[config.mk]
export PLATFORM = sky130hd
export DESIGN_NAME = region_reader
export DESIGN_NICKNAME = d
export VERILOG_FILES = /design/src/rtl/region_reader.sv
export SDC_FILE = /design/constraint.sdc
export NUM_CORES = 1
export LEC_CHECK = 0
export ABC_AREA = 1
export BUFFER_PORTS_ARGS = -buffer_cell sky130_fd_sc_hd__clkbuf_2
export CAP_MARGIN = 20
export CORE_MARGIN = 3
export CORE_UTILIZATION = 55
export DETAILED_ROUTE_END_ITERATION = 10
export GPL_ROUTABILITY_DRIVEN = 0
export MAX_ROUTING_LAYER = met4
export PLACE_DENSITY = 0.8
export SLEW_MARGIN = 30
export SYNTH_ARGS = -nofsm -noshare
export SYNTH_HDL_FRONTEND = slang
export SYNTH_SLANG_ARGS = --single-unit
[constraint.sdc]
create_clock -name clock -period 8.8 [get_ports clock]
set_input_delay 2.64 -clock clock [delete_from_list [all_inputs] [get_ports clock]]
set_output_delay 2.64 -clock clock [all_outputs]
set_load 0.03 [all_outputs]
[src/rtl/region_reader.sv]
// Rectangular read-back engine for the 160x120x3 frame memory.
// Walks a 1..8 x 1..8 region row-major and streams (colour, x, y).
module region_reader #(
  parameter int W_MAX = 8
) (
  input  logic                     clock,
  input  logic                     resetn,
  input  logic                     start,
  input  logic [7:0]               x0,
  input  logic [6:0]               y0,
  input  logic [$clog2(W_MAX)-1:0] w_m1,
  input  logic [$clog2(W_MAX)-1:0] h_m1,
  output logic                     busy,
  output logic                     done,
  output logic                     mem_rd,
  output logic [14:0]              mem_addr,
  input  logic [2:0]               mem_q,
  output logic                     out_valid,
  input  logic                     out_ready,
  output logic [2:0]               out_colour,
  output logic [7:0]               out_x,
  output logic [6:0]               out_y,
  output logic                     out_last
);

  localparam int CW = $clog2(W_MAX);

  typedef enum logic [2:0] {
    S_IDLE,
    S_ISSUE,
    S_CAPT,
    S_PRES,
    S_DONE
  } state_t;

  state_t        state_q, state_d;
  logic [7:0]    x0_q, x0_d;
  logic [6:0]    y0_q, y0_d;
  logic [CW-1:0] wm1_q, wm1_d;
  logic [CW-1:0] hm1_q, hm1_d;
  logic [CW-1:0] cx_q, cx_d;
  logic [CW-1:0] cy_q, cy_d;
  logic [2:0]    col_q, col_d;

  logic [8:0]  sx;
  logic [7:0]  sy;
  logic        onscr;
  logic        at_last;
  logic [14:0] addr;

  assign sx      = {1'b0, x0_q} + 9'(cx_q);
  assign sy      = {1'b0, y0_q} + 8'(cy_q);
  assign onscr   = (sx < 9'd160) && (sy < 8'd120);
  assign at_last = (cx_q == wm1_q) && (cy_q == hm1_q);
  // y*160 as y*128 + y*32
  assign addr    = (15'(sy) << 7) + (15'(sy) << 5) + 15'(sx);

  always_ff @(posedge clock or negedge resetn) begin
    if (!resetn) begin
      state_q <= S_IDLE;
      x0_q    <= '0;
      y0_q    <= '0;
      wm1_q   <= '0;
      hm1_q   <= '0;
      cx_q    <= '0;
      cy_q    <= '0;
      col_q   <= '0;
    end else begin
      state_q <= state_d;
      x0_q    <= x0_d;
      y0_q    <= y0_d;
      wm1_q   <= wm1_d;
      hm1_q   <= hm1_d;
      cx_q    <= cx_d;
      cy_q    <= cy_d;
      col_q   <= col_d;
    end
  end

  always_comb begin
    state_d = state_q;
    x0_d    = x0_q;
    y0_d    = y0_q;
    wm1_d   = wm1_q;
    hm1_d   = hm1_q;
    cx_d    = cx_q;
    cy_d    = cy_q;
    col_d   = col_q;
    unique case (state_q)
      S_IDLE: begin
        if (start) begin
          x0_d    = x0;
          y0_d    = y0;
          wm1_d   = w_m1;
          hm1_d   = h_m1;
          cx_d    = '0;
          cy_d    = '0;
          state_d = S_ISSUE;
        end
      end
      S_ISSUE: begin
        if (onscr) begin
          state_d = S_CAPT;
        end else begin
          col_d   = '0;
          state_d = S_PRES;
        end
      end
      S_CAPT: begin
        col_d   = mem_q;
        state_d = S_PRES;
      end
      S_PRES: begin
        if (out_ready) begin
          if (at_last) begin
            state_d = S_DONE;
          end else begin
            state_d = S_ISSUE;
            if (cx_q == wm1_q) begin
              cx_d = '0;
              cy_d = cy_q + CW'(1);
            end else begin
              cx_d = cx_q + CW'(1);
            end
          end
        end
      end
      S_DONE: state_d = S_IDLE;
      default: state_d = S_IDLE;
    endcase
  end

  assign busy       = (state_q != S_IDLE);
  assign done       = (state_q == S_DONE);
  assign mem_rd     = (state_q == S_ISSUE) && onscr;
  assign mem_addr   = mem_rd ? addr : 15'd0;
  assign out_valid  = (state_q == S_PRES);
  assign out_last   = out_valid && at_last;
  assign out_colour = col_q;
  assign out_x      = sx[7:0];
  assign out_y      = sy[6:0];

endmodule

# ---- Word level (Yosys, flattened, before mapping)
# Index checks and enable logic that the tools add are counted.
dict set report totals {
  ff_bits 33
  inputBits 28
  out_inout_bits 38
  elab_cells 57
}
dict set report op_classes {
  n_addsub 6
  n_lt_le_gt_ge 2
  eq_ne 11
  n_mux 17
  n_reduce_logical 13
}
# cell count
set op_table {}
lappend op_table {{2-to-1 mux 3 bit} 11}
lappend op_table {{one-hot mux 3 bit (2 select lines)} 3}
lappend op_table {{adder 15 x 13 -> 15 bit} 1}
lappend op_table {{adder 15 x 9 -> 15 bit} 1}
lappend op_table {{2-to-1 mux 15 bit} 1}
lappend op_table {{one-hot mux 3 bit (4 select lines)} 1}
lappend op_table {{adder 8 x 3 -> 9 bit} 1}
lappend op_table {{less-than comparator 9 x 8 -> 1 bit (second input constant)} 1}
lappend op_table {{adder 7 x 3 -> 8 bit} 1}
lappend op_table {{less-than comparator 8 x 7 -> 1 bit (second input constant)} 1}
lappend op_table {{adder 3 x 1 -> 3 bit (second input constant)} 2}
lappend op_table {{equality test 3 x 2 -> 1 bit (second input constant)} 2}
lappend op_table {{equality test 3 bit} 2}
lappend op_table {{!= test 2 bit (second input constant)} 3}
lappend op_table {{AND reduction 2 bit} 3}
lappend op_table {{AND reduction 5 bit} 1}
lappend op_table {{logical AND 1 bit} 4}
lappend op_table {{!= test 2 x 1 -> 1 bit (second input constant)} 2}
lappend op_table {{AND reduction 4 bit} 1}
lappend op_table {{nonzero test 2 bit} 2}
lappend op_table {{equality test 3 x 1 -> 1 bit (second input constant)} 1}
lappend op_table {{equality test 3 bit (second input constant)} 1}
lappend op_table {{zero test 3 bit} 1}
lappend op_table {{nonzero test 3 bit} 1}
lappend op_table {{2-to-1 mux 1 bit} 1}

# ---- Longest topological paths before layout
# Gate-level depths: netlist of the first run.
dict set report logic_depth {
  word_depth 5
  depth_mapped 19
  mapped_depth_nobuf 19
}

# ---- Worst setup path after synthesis of the first run
# Ideal clock, no wire load.
dict set report synth_path {
  path_kind {register -> output}
  start {register cy_q[0]}
  end {output mem_addr[12]}
  t_arrival_ns 3.436
  required_ns 6.160
  slack_ns 2.724
  stages_incl_launch_ff 14
  n_path_buf 0
  cell_sequence {dfrtp_1 -> ha_1 -> fa_1 -> xor2_1 -> ha_1 -> inv_1 -> fa_1 -> nor2_1 -> o21ai_0 -> a21boi_0 -> o21ai_0 -> nand3_1 -> nand2_1 -> nor2_1}
}
dict set report synth_via {
  elab_chain_cells 5
  word_cells_on_any_way 7
  cone_classes {add/sub (3); order compare (1); mux (1); reduce/logical (2)}
}
# element line_no
set synth_rtl {}
lappend synth_rtl {{from (decl)} 42} ;# logic [CW-1:0] cy_q, cy_d;
lappend synth_rtl {{from (signal assigned)} 75} ;# cy_q <= cy_d;
lappend synth_rtl {{adder 7 x 3 -> 8 bit *} 52} ;# assign sy = {1'b0, y0_q} + 8'(cy_q);
lappend synth_rtl {{via out_y[2]} 22} ;# output logic [6:0] out_y,
lappend synth_rtl {{parallel branches: the longest is 3 deep, another holds adder 15 x 13 -> 15 bit} --}
lappend synth_rtl {{2-to-1 mux 15 bit *} 136} ;# assign mem_addr = mem_rd ? addr : 15'd0;
lappend synth_rtl {{to (decl)} 16} ;# output logic [14:0] mem_addr,
# Mark *: on every way through the listed nets, which the timed path passes.

# ---- Worst setup path after layout of the first run
dict set report layout_path {
  start {register cx_q[0]}
  end {output mem_addr[12]}
}
dict set report layout_via {
  elab_chain_cells 5
  word_cells_on_any_way 6
  cone_classes {add/sub (2); order compare (1); mux (1); reduce/logical (2)}
}
# element line_no
set layout_rtl {}
lappend layout_rtl {{from (decl)} 41} ;# logic [CW-1:0] cx_q, cx_d;
lappend layout_rtl {{from (signal assigned)} 65} ;# cx_q <= '0;
lappend layout_rtl {{from (signal assigned)} 74} ;# cx_q <= cx_d;
lappend layout_rtl {{adder 8 x 3 -> 9 bit *} 51} ;# assign sx = {1'b0, x0_q} + 9'(cx_q);
lappend layout_rtl {{parallel branches: the longest is 3 deep, another holds adder 15 x 9 -> 15 bit} --}
lappend layout_rtl {{2-to-1 mux 15 bit *} 136}
# Mark *: on every way between the ends.

==> results.txt, run 1 <==
Status: finished clean
Height of the die: 73.69 um
I/O pins: 66
Post-CTS setup buffer count: 0
CTS tree: built
Area of the multi-input gates: 1506 um2
CTS buffer count: 5
Clock period minus worst slack: 6.460 ns
R2r setup slk: 6.59 ns
Worst setup margin: 2.340 ns
Largest net degree at the start of global routing: 34
DR vias/cell: 5.218
First-pass GRT wire length: 9.729 mm
R2r endpoint: state_q[0]
Flops & latches, synth: 33
N_diodes: 0
Worst hold margin: 0.5133 ns
Core Area: 4202 um2
RSZ-0062 raised after global routing: false
Initial Utilization: 0.5998
Reg2reg start: cx_q[0]
Req. time, crit path: 6.16 ns
Global route overflow: 0
Synthesized instance count: 307
Syn_nets: 362
Final setup violation count: 0
Antenna-violating nets left: 0
Share of the yosys chip area belonging to registers: 0.3277
Area leader, netlist: dfrtp_1
Crit Path Class: register to primary output
CP startpoint: cx_q[0]
Synth Area per Inst: 8.208 um2
Worst-case reg-to-reg path depth: 14
Final hold violations: 0
Fin util: 0.7162
Clk root buf: clkbuf_8
Via count: 2,228
Layout fillers: 350
FP Rows: 23
TritonRoute pass-1 iters: 4
CTS sink cnt: 33
Fin Clk Skew: 0.005338 ns
Max Slew Vio Count: 0
Clock Latency Late Sink: 0.29 ns
Register area: 825.8 um2
DRT Wirelength: 5.442 mm
Top achievable clock speed: 154.8 MHz
DR iter-0 viols: 82
Slew HR: 0.4625
Area share of the largest cell type after synthesis: 0.3277
Hold_buf cts: 0
DPL Wire Length: 4.386 mm
DP Worst Slack: 2.674 ns
Fraction of layout cells with a size suffix above 1: 0.2838
Final period utilization: 0.7341
Post-CTS sizing: 0
Die W: 73.69 um
Residual DRC: 0
YS warnings: 0
Antenna violations before repair: 0
Routed WL per cell: 12.74 um
CP startpoint kind: register
Vias in the first global route: 2,208
All-Layer GR Usage: 0.2354
Clock-pin slew on the worst setup and hold paths: 0.07 ns
Worst setup endpoint: mem_addr[12]
Max clock buf depth: 2
CP Max Fanout: 5
Die footprint: 5430 um2
Top cells by area, synth: dfrtp_1 (33%), ha_1 (11%), nand2_1 (9.7%), mux2_2 (7.1%), inv_1 (6.3%)
# H-tree levels: 2
Yosys cell types: 37
CP arrival: 3.82 ns
Post-Syn Area: 2520 um2
MaxCap Viol Count: 0
Port-buffer cells: 65
CP Capture Type: primary output
Slew at the pin with the worst max-slew slack: 0.8062 ns
Area Growth Syn to Fin: 19.41%
Final setup TNS: 0 ns
Type of the worst min-delay path: register to register
Number of nets in the layout: 431
## stage by stage
stage | instance area, um2 | cells
2_1_floorplan | 2520 | 307
3_3_place_gp | 2888 | 419
3_5_place_dp | 2893 | 419
4_1_cts | 3009 | 427
5_1_grt | 3009 | 427
6_report | 3009 | 427
## critical path, cell delays in order, from the launching register on
cell,delay [ns]
dfrtp_1,0.44
ha_1,0.23
fa_1,0.40
nand2_1,0.10
nand2_1,0.10
nand2_1,0.08
nand2_1,0.04
nand2_1,0.08
inv_1,0.06
ha_1,0.28
ha_1,0.17
inv_1,0.06
fa_1,0.39
nor2_1,0.15
o21ai_0,0.11
a21boi_0,0.24
o21ai_0,0.16
nand3_1,0.10
nand2_1,0.05
nor2_1,0.08
clkbuf_2,0.21
## layer usage
metal  vias up  GRT usage  routed length [um]
met2        49     0.3927                2681
li1       1130          -                   -
met4         0    0.06439                  65
met3         8    0.04378                 229
met5         -          -                   0
met1      1041     0.2916                2465
## cell usage after synthesis, drive strengths merged
cell    count
o311ai      1
mux2       16
inv        46
a21o        1
nand4       7
nor2       33
nand3b      3
dfrtp      33
ha         23
clkbuf      1
a21boi      1
fa          4
a211oi      1
nor3        6
xnor2      10
o21ai      11
buf         2
nand2      68
xor2        4
nor3b       2
nand3      17
o21a        1
or2         2
a21oi      14
## worst min-delay path by stage
stage | cells after the start | start | slack (ns) | end
2_1_floorplan | 1 | x0_q[2] | 0.49 | x0_q[2]
3_3_place_gp | 2 | out_colour[1] | 0.48 | out_colour[1]
3_5_place_dp | 2 | out_colour[1] | 0.49 | out_colour[1]
4_1_cts | 2 | out_colour[1] | 0.51 | out_colour[1]
5_1_grt | 1 | y0_q[0] | 0.53 | y0_q[0]
6_report | 2 | out_colour[0] | 0.51 | out_colour[0]
## kinds of logic (layout without fill, tap and decap cells)
group	Yosys count	in the layout	synth area share
AO/OA/AOI/OAI	30	30	0.07399
XOR/XNOR	14	14	0.04866
buffers and inverters	49	119	0.07646
multiplexers	16	16	0.07150
flip-flops	33	33	0.3277
adder cells (fa/ha/maj)	27	27	0.1460
AND/OR/NAND/NOR	138	138	0.2557
## layout make-up
| type | instances | area share |
|---|---|---|
| clock inverter | 1 | 0.009979 |
| inverter | 46 | 0.05738 |
| tap | 50 | 0.02079 |
| clock buffer | 7 | 0.02869 |
| multi-input combinational | 225 | 0.5006 |
| timing repair buffer | 65 | 0.1081 |
| sequential | 33 | 0.2744 |
## state kept, by name, indices dropped and copies added, names as in the netlist
signal      flops
cy_q            3
x0_q            8
out_colour      3
hm1_q           3
y0_q            7
state_q         3
wm1_q           3
cx_q            3
## layout by cell type (no fill, tap or decap), types with 2 or more instances in the layout
| master | instances |
|---|---|
| inv_1 | 42 |
| nor3b_1 | 2 |
| mux2_2 | 16 |
| clkbuf_2 | 65 |
| nand2_2 | 2 |
| nor3_1 | 4 |
| o21ai_0 | 6 |
| a21oi_1 | 14 |
| nand2_1 | 65 |
| xnor2_1 | 10 |
| fa_1 | 4 |
| xor2_1 | 4 |
| nand3_1 | 16 |
| nor2_1 | 31 |
| nand3b_1 | 3 |
| ha_1 | 23 |
| o21ai_2 | 3 |
| inv_2 | 4 |
| clkbuf_8 | 6 |
| dfrtp_1 | 33 |
| nand4_1 | 6 |
Power of run 1 is left out: the tool's default activity adds up to more than one toggle a clock period on the data nets, which glitch-free logic cannot reach.
==> run 2: changes to the inputs <==
--- a/config.mk
+++ b/config.mk
@@ -9,11 +9,11 @@
 export BUFFER_PORTS_ARGS = -buffer_cell sky130_fd_sc_hd__clkbuf_2
 export CAP_MARGIN = 20
 export CORE_MARGIN = 3
-export CORE_UTILIZATION = 55
+export CORE_UTILIZATION = 53
 export DETAILED_ROUTE_END_ITERATION = 10
 export GPL_ROUTABILITY_DRIVEN = 0
 export MAX_ROUTING_LAYER = met4
-export PLACE_DENSITY = 0.8
+export PLACE_DENSITY = 0.77
 export SLEW_MARGIN = 30
 export SYNTH_ARGS = -nofsm -noshare
 export SYNTH_HDL_FRONTEND = slang
==> constraint.sdc (replaced) <==
create_clock -name clock -period 6.6 [get_ports clock]
set_input_delay 1.98 -clock clock [delete_from_list [all_inputs] [get_ports clock]]
set_output_delay 1.98 -clock clock [all_outputs]
set_load 0.03 [all_outputs]
==> results.txt, run 2 (synthesized netlist as in run 1, its figures left out) <==
Slew at the pin with the worst max-slew slack: 0.8221 ns (+0.01589 ns)
Clock period minus worst slack: 5.708 ns
DP Worst Slack: 1.234 ns (-1.440 ns)
CP Capture Type: primary output
Layout fillers: 397 (+13%)
RSZ-0062 raised after global routing: false
Final setup TNS: 0 ns (unchanged)
All-Layer GR Usage: 0.2140 (-0.02142)
Antenna violations before repair: 0 (unchanged)
DR iter-0 viols: 46 (-44%)
Final hold violations: 0 (unchanged)
DPL Wire Length: 4.305 mm (-1.9%)
Max clock buf depth: 2 (unchanged)
N_diodes: 0 (unchanged)
Area Growth Syn to Fin: 18.32%
Most common cell on crit path: nand2_1
CTS tree: built
Vias in the first global route: 2,193 (-0.68%)
Post-CTS sizing: 0 (unchanged)
Via count: 2,215 (-0.58%)
Max Slew Vio Count: 0 (unchanged)
Final setup violation count: 0 (unchanged)
Final period utilization: 0.8649
CP arrival: 3.73 ns (-0.09 ns)
Most flop-heavy register: x0_q
CP startpoint: cx_q[0]
TritonRoute pass-1 iters: 4 (unchanged)
Worst setup margin: 0.8916 ns (-1.448 ns)
I/O pins: 66 (unchanged)
Height of the die: 74.96 um (+1.7%)
Largest net degree at the start of global routing: 34 (unchanged)
Commonest non-fill, non-tap cells in the layout: nand2_1 (65), clkbuf_2 (65), inv_1 (42)
Critical Path Max Stage Delay: 0.44 ns (about the same)
Residual DRC: 0 (unchanged)
Type of the worst min-delay path: register to register
Initial Utilization: 0.5632 (-0.03656)
Routed WL per cell: 12.14 um (-4.8%)
Worst-case reg-to-reg path depth: 14 (unchanged)
Fin util: 0.6664 (-0.04981)
Die footprint: 5618 um2 (+3.5%)
Hold_buf cts: 0 (unchanged)
Slowest cell on the critical path: dfrtp_1
Req. time, crit path: 4.62 ns (-1.54 ns)
Clock-pin slew on the worst setup and hold paths: 0.07 ns (about the same)
DR vias/cell: 5.163 (-1.0%)
Largest regs: x0_q x8, y0_q x7
CTS sink cnt: 33 (unchanged)
R2r setup slk: 4.39 ns (-2.20 ns)
Clock Latency Late Sink: 0.28 ns (about the same)
CP startpoint kind: register
Slew HR: 0.4519 (-0.01060)
First-pass GRT wire length: 9.073 mm (-6.7%)
CTS buffer count: 5 (unchanged)
Fraction of layout cells with a size suffix above 1: 0.2865 (+0.002653)
Largest register FFs: 8 (unchanged)
Number of nets in the layout: 431 (unchanged)
Worst setup endpoint: mem_addr[12]
Top achievable clock speed: 175.2 MHz
DRT Wirelength: 5.206 mm (-4.3%)
FP Rows: 24 (+4.3%)
MaxCap Viol Count: 0 (unchanged)
Fin Clk Skew: 0.005149 ns (-0.0001888 ns)
Core Area: 4474 um2 (+6.5%)
Status: finished clean
Post-CTS setup buffer count: 0 (unchanged)
Die W: 74.96 um (+1.7%)
Clk root buf: clkbuf_8
Port-buffer cells: 65 (unchanged)
Antenna-violating nets left: 0 (unchanged)
Worst path cell trace: ha_1 -> fa_1 -> nand2_1 -> nand2_1 -> nand2_1 -> nand2_1 -> nand2_1 -> inv_1 -> ha_1 -> ha_1 -> inv_1 -> fa_1 -> nor2_1 -> o21ai_0 -> a21boi_0 -> o21ai_0 -> nand3_1 -> nand2_1 -> nor2_1 -> clkbuf_2
Reg2reg start: cx_q[0]
R2r endpoint: state_q[0]
Crit Path Class: register to primary output
# H-tree levels: 2 (unchanged)
Global route overflow: 0 (unchanged)
CP Max Fanout: 5 (unchanged)
==> run 2: layout make-up <==
class	instances	area [um2]	area share
Multi-Input combinational cell	225	1506	0.5052
Sequential cell	33	825.8	0.2770
Timing Repair Buffer	65	325.3	0.1091
Inverter	46	172.7	0.05791
Clock buffer	5	68.82	0.02308
Tap cell	52	65.06	0.02182
Clock inverter	3	17.52	0.005875
==> run 2: worst min-delay path by stage <==
stage / startpoint / to / slack, ns / cells after the start
4_1_cts: out_colour[0] / out_colour[0] / 0.51 / 2
2_1_floorplan: x0_q[2] / x0_q[2] / 0.49 / 1
6_report: out_colour[0] / out_colour[0] / 0.51 / 2
3_5_place_dp: out_colour[0] / out_colour[0] / 0.49 / 2
5_1_grt: y0_q[0] / y0_q[0] / 0.54 / 1
3_3_place_gp: out_colour[0] / out_colour[0] / 0.49 / 2
==> run 2: critical path: cells and delay by family, from the launching register on <==
family,cells,cell delay [ns]
and+or+nand+nor,9,0.76
AOI/OAI and AO/OA,3,0.48
adders and majority gates,5,1.44
buffers and inverters,3,0.31
DFF,1,0.44
==> run 2: per-stage QoR <==
| step | cell area, um2 | cells | hold WS, ns |
|---|---|---|---|
| after floorplan | 2520 | 307 | 0.4862 |
| after global placement | 2890 | 421 | 0.4879 |
| after detailed placement | 2895 | 421 | 0.4945 |
| after CTS | 2982 | 429 | 0.5106 |
| after global routing | 2982 | 429 | 0.5425 |
| final | 2982 | 429 | 0.5082 |
==> run 2: per-layer routing <==
layer	wire length [um]	global-route usage	vias to the layer above
li1	-	-	1137
met1	2362	0.2578	1017
met2	2554	0.3656	56
met3	248	0.04139	5
met4	40	0.05731	0
met5	0	-	-
Power of run 2 is left out for the same reason.
